[src/rtl/adder_pipelined_nbit.sv]
// Pipelined WIDTH-bit adder: carry chain cut into STAGES registered slices with valid/ready flow control.
// Optional signed-overflow output enabled by defining OVERFLOW_FLAG_EN.
module adder_pipelined_nbit #(
  parameter int WIDTH  = 32,
  parameter int STAGES = 4
) (
  input  logic             clk,
  input  logic             rst,
  input  logic             in_valid,
  output logic             in_ready,
  input  logic [WIDTH-1:0] a,
  input  logic [WIDTH-1:0] b,
  input  logic             cin,
  output logic             out_valid,
  input  logic             out_ready,
  output logic [WIDTH-1:0] sum,
  output logic             cout
`ifdef OVERFLOW_FLAG_EN
  ,
  output logic             overflow
`endif
);

  localparam int SW = WIDTH / STAGES;

  // Stage k register holds sum slices 0..k, the carry into slice k+1 and the operands.
  logic [STAGES-1:0] v_q, v_d;
  logic [STAGES-1:0] c_q, c_d;
  logic [WIDTH-1:0]  a_q [STAGES];
  logic [WIDTH-1:0]  b_q [STAGES];
  logic [WIDTH-1:0]  s_q [STAGES];
  logic [WIDTH-1:0]  a_d [STAGES];
  logic [WIDTH-1:0]  b_d [STAGES];
  logic [WIDTH-1:0]  s_d [STAGES];
`ifdef OVERFLOW_FLAG_EN
  logic              ovf_q, ovf_d;
`endif

  logic adv;

  // The whole pipeline moves as one: a stalled output freezes every stage.
  assign adv      = !out_valid || out_ready;
  assign in_ready = adv;

  always_comb begin : stage_next
    logic [WIDTH-1:0] a_k, b_k, s_k;
    logic             c_k, v_k;
    logic [SW:0]      slice_k;
    a_k     = '0;
    b_k     = '0;
    s_k     = '0;
    c_k     = 1'b0;
    v_k     = 1'b0;
    slice_k = '0;
`ifdef OVERFLOW_FLAG_EN
    ovf_d   = 1'b0;
`endif
    for (int k = 0; k < STAGES; k++) begin
      if (k == 0) begin
        a_k = a;
        b_k = b;
        s_k = '0;
        c_k = cin;
        // NOTE: valid comes only from in_valid, so unknown operands during a bubble never reach a valid bit.
        v_k = in_valid;
      end else begin
        a_k = a_q[k-1];
        b_k = b_q[k-1];
        s_k = s_q[k-1];
        c_k = c_q[k-1];
        v_k = v_q[k-1];
      end
      slice_k = {1'b0, a_k[k*SW +: SW]} + {1'b0, b_k[k*SW +: SW]} + {{SW{1'b0}}, c_k};
      s_k[k*SW +: SW] = slice_k[SW-1:0];
      a_d[k] = a_k;
      b_d[k] = b_k;
      s_d[k] = s_k;
      c_d[k] = slice_k[SW];
      v_d[k] = v_k;
`ifdef OVERFLOW_FLAG_EN
      if (k == STAGES - 1) begin
        ovf_d = (a_k[WIDTH-1] == b_k[WIDTH-1]) && (s_k[WIDTH-1] != a_k[WIDTH-1]);
      end
`endif
    end
  end

  // NOTE: sequential state uses non-blocking assignments so every stage samples its predecessor's old value.
  always_ff @(posedge clk or posedge rst) begin
    if (rst) begin
      v_q <= '0;
      c_q <= '0;
      for (int k = 0; k < STAGES; k++) begin
        a_q[k] <= '0;
        b_q[k] <= '0;
        s_q[k] <= '0;
      end
`ifdef OVERFLOW_FLAG_EN
      ovf_q <= 1'b0;
`endif
    end else if (adv) begin
      v_q <= v_d;
      c_q <= c_d;
      for (int k = 0; k < STAGES; k++) begin
        a_q[k] <= a_d[k];
        b_q[k] <= b_d[k];
        s_q[k] <= s_d[k];
      end
`ifdef OVERFLOW_FLAG_EN
      ovf_q <= ovf_d;
`endif
    end
  end

  assign out_valid = v_q[STAGES-1];
  assign cout      = c_q[STAGES-1];
  assign sum       = s_q[STAGES-1];
`ifdef OVERFLOW_FLAG_EN
  assign overflow  = ovf_q;
`endif

endmodule

[config.mk]
export PLATFORM = sky130hd
export DESIGN_NAME = adder_pipelined_nbit
export DESIGN_NICKNAME = d
export VERILOG_FILES = /design/src/rtl/adder_pipelined_nbit.sv
export SDC_FILE = /design/constraint.sdc
export NUM_CORES = 1
export LEC_CHECK = 0
export BUFFER_PORTS_ARGS = -buffer_cell sky130_fd_sc_hd__clkbuf_2
export CELL_PAD_IN_SITES_DETAIL_PLACEMENT = 1
export CELL_PAD_IN_SITES_GLOBAL_PLACEMENT = 2
export CORE_MARGIN = 3
export CORE_UTILIZATION = 36
export CTS_CLUSTER_SIZE = 24
export DETAILED_ROUTE_END_ITERATION = 12
export PLACE_DENSITY_LB_ADDON = 0.3
export SLEW_MARGIN = 40
export SYNTH_ARGS = -nofsm -noshare
export SYNTH_HDL_FRONTEND = slang
export SYNTH_SLANG_ARGS = --single-unit
[constraint.sdc]
create_clock -name clk -period 8.1 [get_ports clk]
set_input_delay 1.62 -clock clk [delete_from_list [all_inputs] [get_ports clk]]
set_output_delay 1.62 -clock clk [all_outputs]
set_load 0.02 [all_outputs]
* Word level (Yosys, flattened, before mapping) *
Index checks and enable logic that the tools add are counted.

storage, ports and cells
  bits in registers = 280
  input port bits = 69
  output and inout port bits = 35
  logic and storage cells = 22

operators by class
  add/subtract/negate cells = 8
  reductions and logical operators = 2

operator list
  kind                                    count
  8-bit by 8-bit adder with 9-bit output  4
  9-bit by 1-bit adder with 9-bit output  4
  1-bit logical NOT                       1
  1-bit logical OR                        1

* Logic depth before layout (Yosys ltp) *
Gate-level depths: netlist of the first run.

  depth after elaboration = 2
  mapped depth = 7
  gate-level depth less buffers = 7

* Worst setup path before layout of the first run *
No wires, ideal clock.

  path kind = input to output
  start = input out_ready
  end = output in_ready
  data arrival time = 2.255 ns
  data required time = 6.480 ns
  path slack = 4.225 ns
  cell stages on the path = 4
  cells stage by stage = nor2b_4 > buf_6 > inv_2 > clkbuf_1

between the ends
  cells in the longest elaborated chain, start to end = 1

ends and longest elaborated chain
  what              line  text
  start, declared   15    input logic out_ready,
  1-bit logical OR  42    assign adv = !out_valid || out_ready;
  end, declared     10    output logic in_ready,

No other way between the ends.

* Worst setup path after layout of the first run *
Same ends and word-level chain as after synthesis.

==> flow_summary_export.csv, run 1 <==
group,metric,value,unit
grt,met2_usage,24.7,%
power_and_ir_drop,pwr-share-seq,40.1,%
placed_design,portBuffers,103,
placed_design,dp.cells,1301,
placed_design,hpwl,12.3,mm
floorplan,io_pins,104,
cts,htree_levels,4,
timing,finalClockSkew,10.1,ps
power_and_ir_drop,clkPwrFrac,21.1,%
logic_synthesis,synth.distinct_cells,39,
detailed_routing,routed_wl,18.5,mm
timing,max_freq,225,MHz
run,drv_cap,0,
timing,tightestPinTransition,658,ps
detailed_routing,viasPerCell,4.74,
grt,gr-total-overflow,0,
run_status,status,"complete, no violations",
cts,cts_resized,0,
timing,min_period,4450,ps
timing,relSlewSlack,56.1,%
detailed_routing,drt_iter0_drc,304,
timing,period_share,54.9,%
grt,grt_max_degree,142,
cts,cts_setup_buffers,0,
logic_synthesis,syn_area_per_cell,9.06,µm²
worst_setup_path,setup.worst_path.start_class,"input port",
grt,grt.met3_usage,2.26,%
worst_setup_path,cp.arrival,2830,ps
grt,grt_pass1_vias,6495,
worst_setup_path,cp_common_cell,"clkbuf_2",
timing,setup_viol,0,
cts,clk_path_buf_depth,2,
placed_design,pre_cts_ws,3600,ps
logic_synthesis,ys_warn_count,0,
power_and_ir_drop,sw_frac_of_total,38.6,%
logic_synthesis,synth-seq-cells,184,
cells_and_area,final_cells,1332,
floorplan,die_w,158,µm
cells_and_area,diodes,0,
floorplan,start_util,36.8,%
logic_synthesis,synth_flop_cell,"dfrtp_1",
power_and_ir_drop,p_total,3.88,mW
logic_synthesis,syn_area,8370,µm²
logic_synthesis,synth-edff-count,0,
cells_and_area,final_area,9700,µm²
cells_and_area,nFillCells,2655,
placed_design,gp_congestion,0.713,
timing,slew_viol_final,0,
power_and_ir_drop,combPwrFrac,38.7,%
worst_setup_path,cpPeakStageDelay,530,ps
worst_setup_path,crit_chain,"clkbuf_2 > nor2b_4 > buf_4 > inv_6 > clkbuf_2",
logic_synthesis,yosysMostFrequentCell,"nand2_1",
cells_and_area,nNetsFinal,1112,
grt,antenna_found_initial,0,
cts,cts_buffers,17,
grt,use_met1,22.5,%
floorplan,rows,55,
cts,cts_root_buffer,"clkbuf_16",
cts,cts_tree,"yes",
power_and_ir_drop,pwr_density_cell,400,nW/µm²
worst_setup_path,worst_ep_required_time,6480,ps
detailed_routing,wl_per_cell,13.9,µm
worst_setup_path,worstSetupPathType,"input port to primary output",
detailed_routing,dr.pass1.iters,4,
logic_synthesis,synthTopCellsByArea,"dfrtp_1 (55%), nand2_1 (21%), ha_1 (4.2%), nor3b_1 (2.4%), o21ai_0 (2.0%)",
hold_path,hold_class,"register to register",
logic_synthesis,async_flop_share,100,%
power_and_ir_drop,leakagePower,5.03,nW
logic_synthesis,synth_top_cell_by_area,"dfrtp_1",
grt,grt_pass1_wl,32.0,mm
grt,grtUsageTotal,15.6,%
power_and_ir_drop,internal_power,2.38,mW
timing,hold_viol,0,
grt,grt_most_used_layer,"met2",
timing,fin_ws,3650,ps
cts,clkLatencyLatePin,420,ps
cells_and_area,synthToLayoutAreaGrowth,15.9,%
worst_setup_path,critPathBufInv,4,
cells_and_area,drive_above_1_share,13.7,%
floorplan,coreArea,22800,µm²
detailed_routing,drt.antenna.violating_nets,0,
floorplan,dieArea,25100,µm²
detailed_routing,drc,0,
worst_setup_path,crit_slowest_cell,"inv_6",
timing,rsz0062_at_grt,"false",
floorplan,die_height,158,µm
logic_synthesis,syn-num-nets,1029,
cts,hold_buffers,0,
cells_and_area,final_core_util,42.6,%
timing,tns,0,ps
power_and_ir_drop,vdd_ir_drop_max,0.000172,V
worst_setup_path,crit_family,"buffers and inverters",
power_and_ir_drop,p_switching,1.50,mW
worst_setup_path,crit_path_max_fanout,92,
placed_design,dpl-instance-area,9110,µm²
worst_setup_path,worstSetupEndpointType,"primary output",
logic_synthesis,syn_inst,924,
cts,clkSinkCount,184,
logic_synthesis,yosysSeqAreaShare,55.0,%
logic_synthesis,yosys.area.top_type_share,55.0,%
logic_synthesis,synth_common_cells,"nand2_1 (476), dfrtp_1 (184), o21ai_0 (34)",
timing,holdWs,464,ps
cts,clk_pin_slew,60,ps
detailed_routing,routed-via-count,6316,
[worst reg2reg max path, delay by kind of cell (launching register included)]
kind	cells	cell delay [ps]
buf+inv	3	1380
simple gates	2	400
compound gates	2	610
flops	1	370
[power by group through the flow]
stage          Sequential [mW]  Combinational (mW)  Clock (mW)
5_1_grt                   1.61                1.76       0.890
6_report                  1.56                1.50       0.820
4_1_cts                   1.57                1.54       0.852
3_5_place_dp              1.58                1.53           0
3_3_place_gp              1.57                1.48           0
2_1_floorplan             1.61                1.07           0
[layout by cell type, fill, tap and decap left out, types with 9 or more instances in the layout]
cell type / Yosys / routed
a211oi_1: 16 / 16
a21oi_1: 11 / 11
clkbuf_16: 0 / 17
clkbuf_2: 0 / 103
dfrtp_1: 184 / 184
ha_1: 28 / 28
nand2_1: 476 / 476
nor3_1: 10 / 10
nor3b_1: 27 / 27
o21a_1: 9 / 9
o21ai_0: 34 / 34
[routing by layer]
metal	part of all wire, %	wire length (µm)	up-vias
met5	0	0	-
li1	-	-	3189
met3	2.4	452	14
met4	1.2	225	0
met1	51	9450	3034
met2	45	8410	79
[final timing paths]
kind,from,end,slack [ps],depth (start not counted)
worst max register to register,v_q[3]$_DFFE_PP0P_,s_d[71]$_DFFE_PP0P_,5230,7
worst min-delay path,a_d[89]$_DFFE_PP0P_,a_d[89]$_DFFE_PP0P_,460,2
min in group asynchronous,rst,b_d[79]$_DFFE_PP0P_,1260,2
worst min register to register,a_d[89]$_DFFE_PP0P_,a_d[89]$_DFFE_PP0P_,460,2
worst max-delay path,out_ready,in_ready,3650,5
max in group asynchronous,rst,a_d[72]$_DFFE_PP0P_,5730,3
[kinds of logic after synthesis]
family | Yosys count | synth area share [%]
and+or+nand+nor | 537 | 26.2
buffers and inverters | 51 | 3.11
adders and majority gates | 36 | 6.10
xor gates and xnor gates | 4 | 0.419
AOI/OAI and AO/OA | 105 | 8.31
DFF | 184 | 55.0
muxes | 7 | 0.837
[layout make-up]
cell class,count,area (µm²),share of cell area [%]
clock buffers,22,464,4.79
clock inverters,9,116,1.20
inverters,7,43.8,0.451
multi-input cells,689,3510,36.2
flip-flops and latches,184,4600,47.5
well taps,313,392,4.04
repair buffers,108,573,5.91
[sequential cells by signal, indices dropped and copies added (netlist names)]
signal	count
s_d	48
a_d	40
b_d	40
sum	32
stage_next.a_k	8
stage_next.b_k	8
c_q	4
v_q	4
No activity file was read; power rests on OpenSTA's default activity.
==> run 2, diff against run 1 <==
--- a/config.mk
+++ b/config.mk
@@ -9,7 +9,7 @@
 export CELL_PAD_IN_SITES_DETAIL_PLACEMENT = 1
 export CELL_PAD_IN_SITES_GLOBAL_PLACEMENT = 2
 export CORE_MARGIN = 3
-export CORE_UTILIZATION = 36
+export CORE_UTILIZATION = 32
 export CTS_CLUSTER_SIZE = 24
 export DETAILED_ROUTE_END_ITERATION = 12
 export PLACE_DENSITY_LB_ADDON = 0.3
==> constraint.sdc (replaced) <==
create_clock -name clk -period 3.8 [get_ports clk]
set_input_delay 0.76 -clock clk [delete_from_list [all_inputs] [get_ports clk]]
set_output_delay 0.76 -clock clk [all_outputs]
set_load 0.02 [all_outputs]
==> run 2 against run 1 <==
Non-clock buffer count rose by 7; register-to-register slack worse by 3700 ps; clock skew grew 8.4 ps; wire length rose by 4.6%; worst setup slack worse by 2300 ps; global-route usage is 1.4 points lower; die area is 12% higher; sequential power up 110%; first-iteration DRC count up 39%; via count down 0.36%; hold slack lost 120 ps.
==> flow_summary_export.csv, run 2 (synthesized netlist as in run 1, its figures left out) <==
group,metric,value,unit
timing,rsz0062_at_grt,"false",
power_and_ir_drop,combPwrFrac,39.1,%
worst_setup_path,worstReg2RegStart,"c_q[0]$_DFFE_PP0P_",
cts,htree_levels,4,
worst_setup_path,ff2ff_path_depth,6,
cts,clk_pin_slew,70,ps
worst_setup_path,critPathBufInv,2,
timing,hold_viol,0,
grt,grt_max_degree,94,
timing,period_share,63.3,%
worst_setup_path,crit_slowest_cell,"inv_6",
grt,met2_usage,21.8,%
worst_setup_path,worst_ep_required_time,3040,ps
detailed_routing,drc,0,
cts,cts_resized,0,
cts,clkSinkCount,184,
cts,cts_tree,"yes",
cells_and_area,nNetsFinal,1119,
power_and_ir_drop,pwr-share-seq,39.9,%
worst_setup_path,crit_path_max_fanout,69,
timing,tightestPinTransition,600,ps
floorplan,rows,58,
power_and_ir_drop,leakagePower,5.09,nW
worst_setup_path,cpPeakStageDelay,400,ps
cts,hold_buffers,0,
cells_and_area,diodes,0,
detailed_routing,viasPerCell,4.64,
power_and_ir_drop,pwr_density_cell,842,nW/µm²
power_and_ir_drop,p_switching,3.33,mW
floorplan,die_height,168,µm
grt,grtUsageTotal,14.2,%
placed_design,pre_cts_ws,1100,ps
power_and_ir_drop,internal_power,4.97,mW
detailed_routing,dr.pass1.iters,4,
worst_setup_path,crit_chain,"nor2b_4 > inv_6 > clkbuf_2",
grt,grt_most_used_layer,"met2",
worst_setup_path,worstSetupEndpointType,"primary output",
floorplan,io_pins,104,
cells_and_area,final_cell_mix,"nand2_1 (476), dfrtp_1 (184), clkbuf_2 (103)",
worst_setup_path,cp-endpoint,"in_ready",
worst_setup_path,r2r_setup_slack,1500,ps
timing,tns,0,ps
timing,finalClockSkew,18.4,ps
grt,grt_pass1_wl,33.3,mm
worst_setup_path,worstSetupPathType,"register to primary output",
grt,grt_pass1_vias,6577,
timing,setup_viol,0,
run_status,status,"complete, no violations",
cts,clkLatencyLatePin,430,ps
cts,cts_root_buffer,"clkbuf_16",
detailed_routing,drt.antenna.violating_nets,0,
grt,use_met1,20.6,%
detailed_routing,wl_per_cell,14.3,µm
cts,clk_path_buf_depth,2,
placed_design,portBuffers,103,
cells_and_area,final_area,9860,µm²
worst_setup_path,crit_start,"v_q[3]$_DFFE_PP0P_",
timing,relSlewSlack,60.0,%
timing,min_period,2400,ps
worst_setup_path,critical_path_depth,3,
floorplan,die_w,168,µm
cts,cts_setup_buffers,0,
worst_setup_path,crit_family,"buffers and inverters",
timing,holdWs,344,ps
grt,grt.met3_usage,2.83,%
timing,slew_viol_final,0,
placed_design,hpwl,13.4,mm
power_and_ir_drop,sw_frac_of_total,40.1,%
cts,cts_buffers,17,
placed_design,gp_congestion,0.752,
detailed_routing,drt_iter0_drc,422,
cells_and_area,final_core_util,38.7,%
run,drv_cap,0,
grt,gr-total-overflow,0,
worst_setup_path,cp.arrival,1640,ps
timing,max_freq,416,MHz
worst_setup_path,setup.worst_path.start_class,"register",
cells_and_area,drive_above_1_share,14.7,%
floorplan,start_util,32.9,%
floorplan,dieArea,28100,µm²
power_and_ir_drop,vdd_ir_drop_max,0.000581,V
worst_setup_path,timing.rr.end,"c_q[1]$_DFFE_PP0P_",
cells_and_area,largest_reg_flops,48,
grt,antenna_found_initial,0,
timing,fin_ws,1400,ps
power_and_ir_drop,clkPwrFrac,21.0,%
floorplan,coreArea,25500,µm²
hold_path,hold_class,"input port to asynchronous set/reset pin",
cells_and_area,synthToLayoutAreaGrowth,17.8,%
cells_and_area,final_common_cell,"nand2_1",
detailed_routing,routed_wl,19.4,mm
placed_design,dpl-instance-area,9280,µm²
detailed_routing,routed-via-count,6293,
run 2: cell count changes in the layout (fill, tap and decap cells not counted), sizes merged:
cell / change
buf: +7
clkbuf: -5
bufinv: -2
inv: +6
clkinv: -1
clkinvlp: +3
run 2: cell type report:
class | instances | area [µm²]
clock inverters | 15 | 153
well taps | 330 | 413
flip-flops and latches | 184 | 4600
multi-input cells | 689 | 3510
repair buffers | 115 | 721
clock buffers | 17 | 425
inverters | 7 | 35.0
fillers | 2980 | 15600
run 2: worst register-to-register path, stage by stage (launching register included):
cell	delay, ps
dfrtp_1	410
fa_1	480
fa_1	440
a211oi_1	330
o21bai_1	170
a21oi_1	200
a31oi_1	110
run 2: how the worst min path moves through the flow:
stage                                   from                   to  slack, ps
after detailed placement  s_d[5]$_DFFE_PP0P_   s_d[5]$_DFFE_PP0P_        460
after global routing                     rst  a_d[50]$_DFFE_PP0P_        350
after global placement    sum[3]$_DFFE_PP0P_   sum[3]$_DFFE_PP0P_        450
after CTS                                rst  a_d[83]$_DFFE_PP0P_        330
final                                    rst  b_d[80]$_DFFE_PP0P_        340
after floorplan           v_q[2]$_DFFE_PP0P_   v_q[2]$_DFFE_PP0P_        430
run 2: metrics by stage:
step | instances | total power, mW
after floorplan | 924 | 5.70
after global placement | 1323 | 6.56
after detailed placement | 1325 | 6.67
after CTS | 1357 | 8.47
after global routing | 1357 | 9.07
final | 1357 | 8.30
run 2: metal layers:
metal / wire length, µm / vias to the layer above
li1: - / 3188
met1: 10100 / 3004
met2: 8520 / 81
met3: 569 / 20
met4: 235 / 0
met5: 0 / -
run 2: power groups by stage:
stage,combinational (mW),sequential [mW],clock (mW)
2_1_floorplan,2.28,3.42,0
3_3_place_gp,3.22,3.34,0
3_5_place_dp,3.30,3.37,0
4_1_cts,3.33,3.33,1.80
5_1_grt,3.74,3.44,1.89
6_report,3.24,3.31,1.74
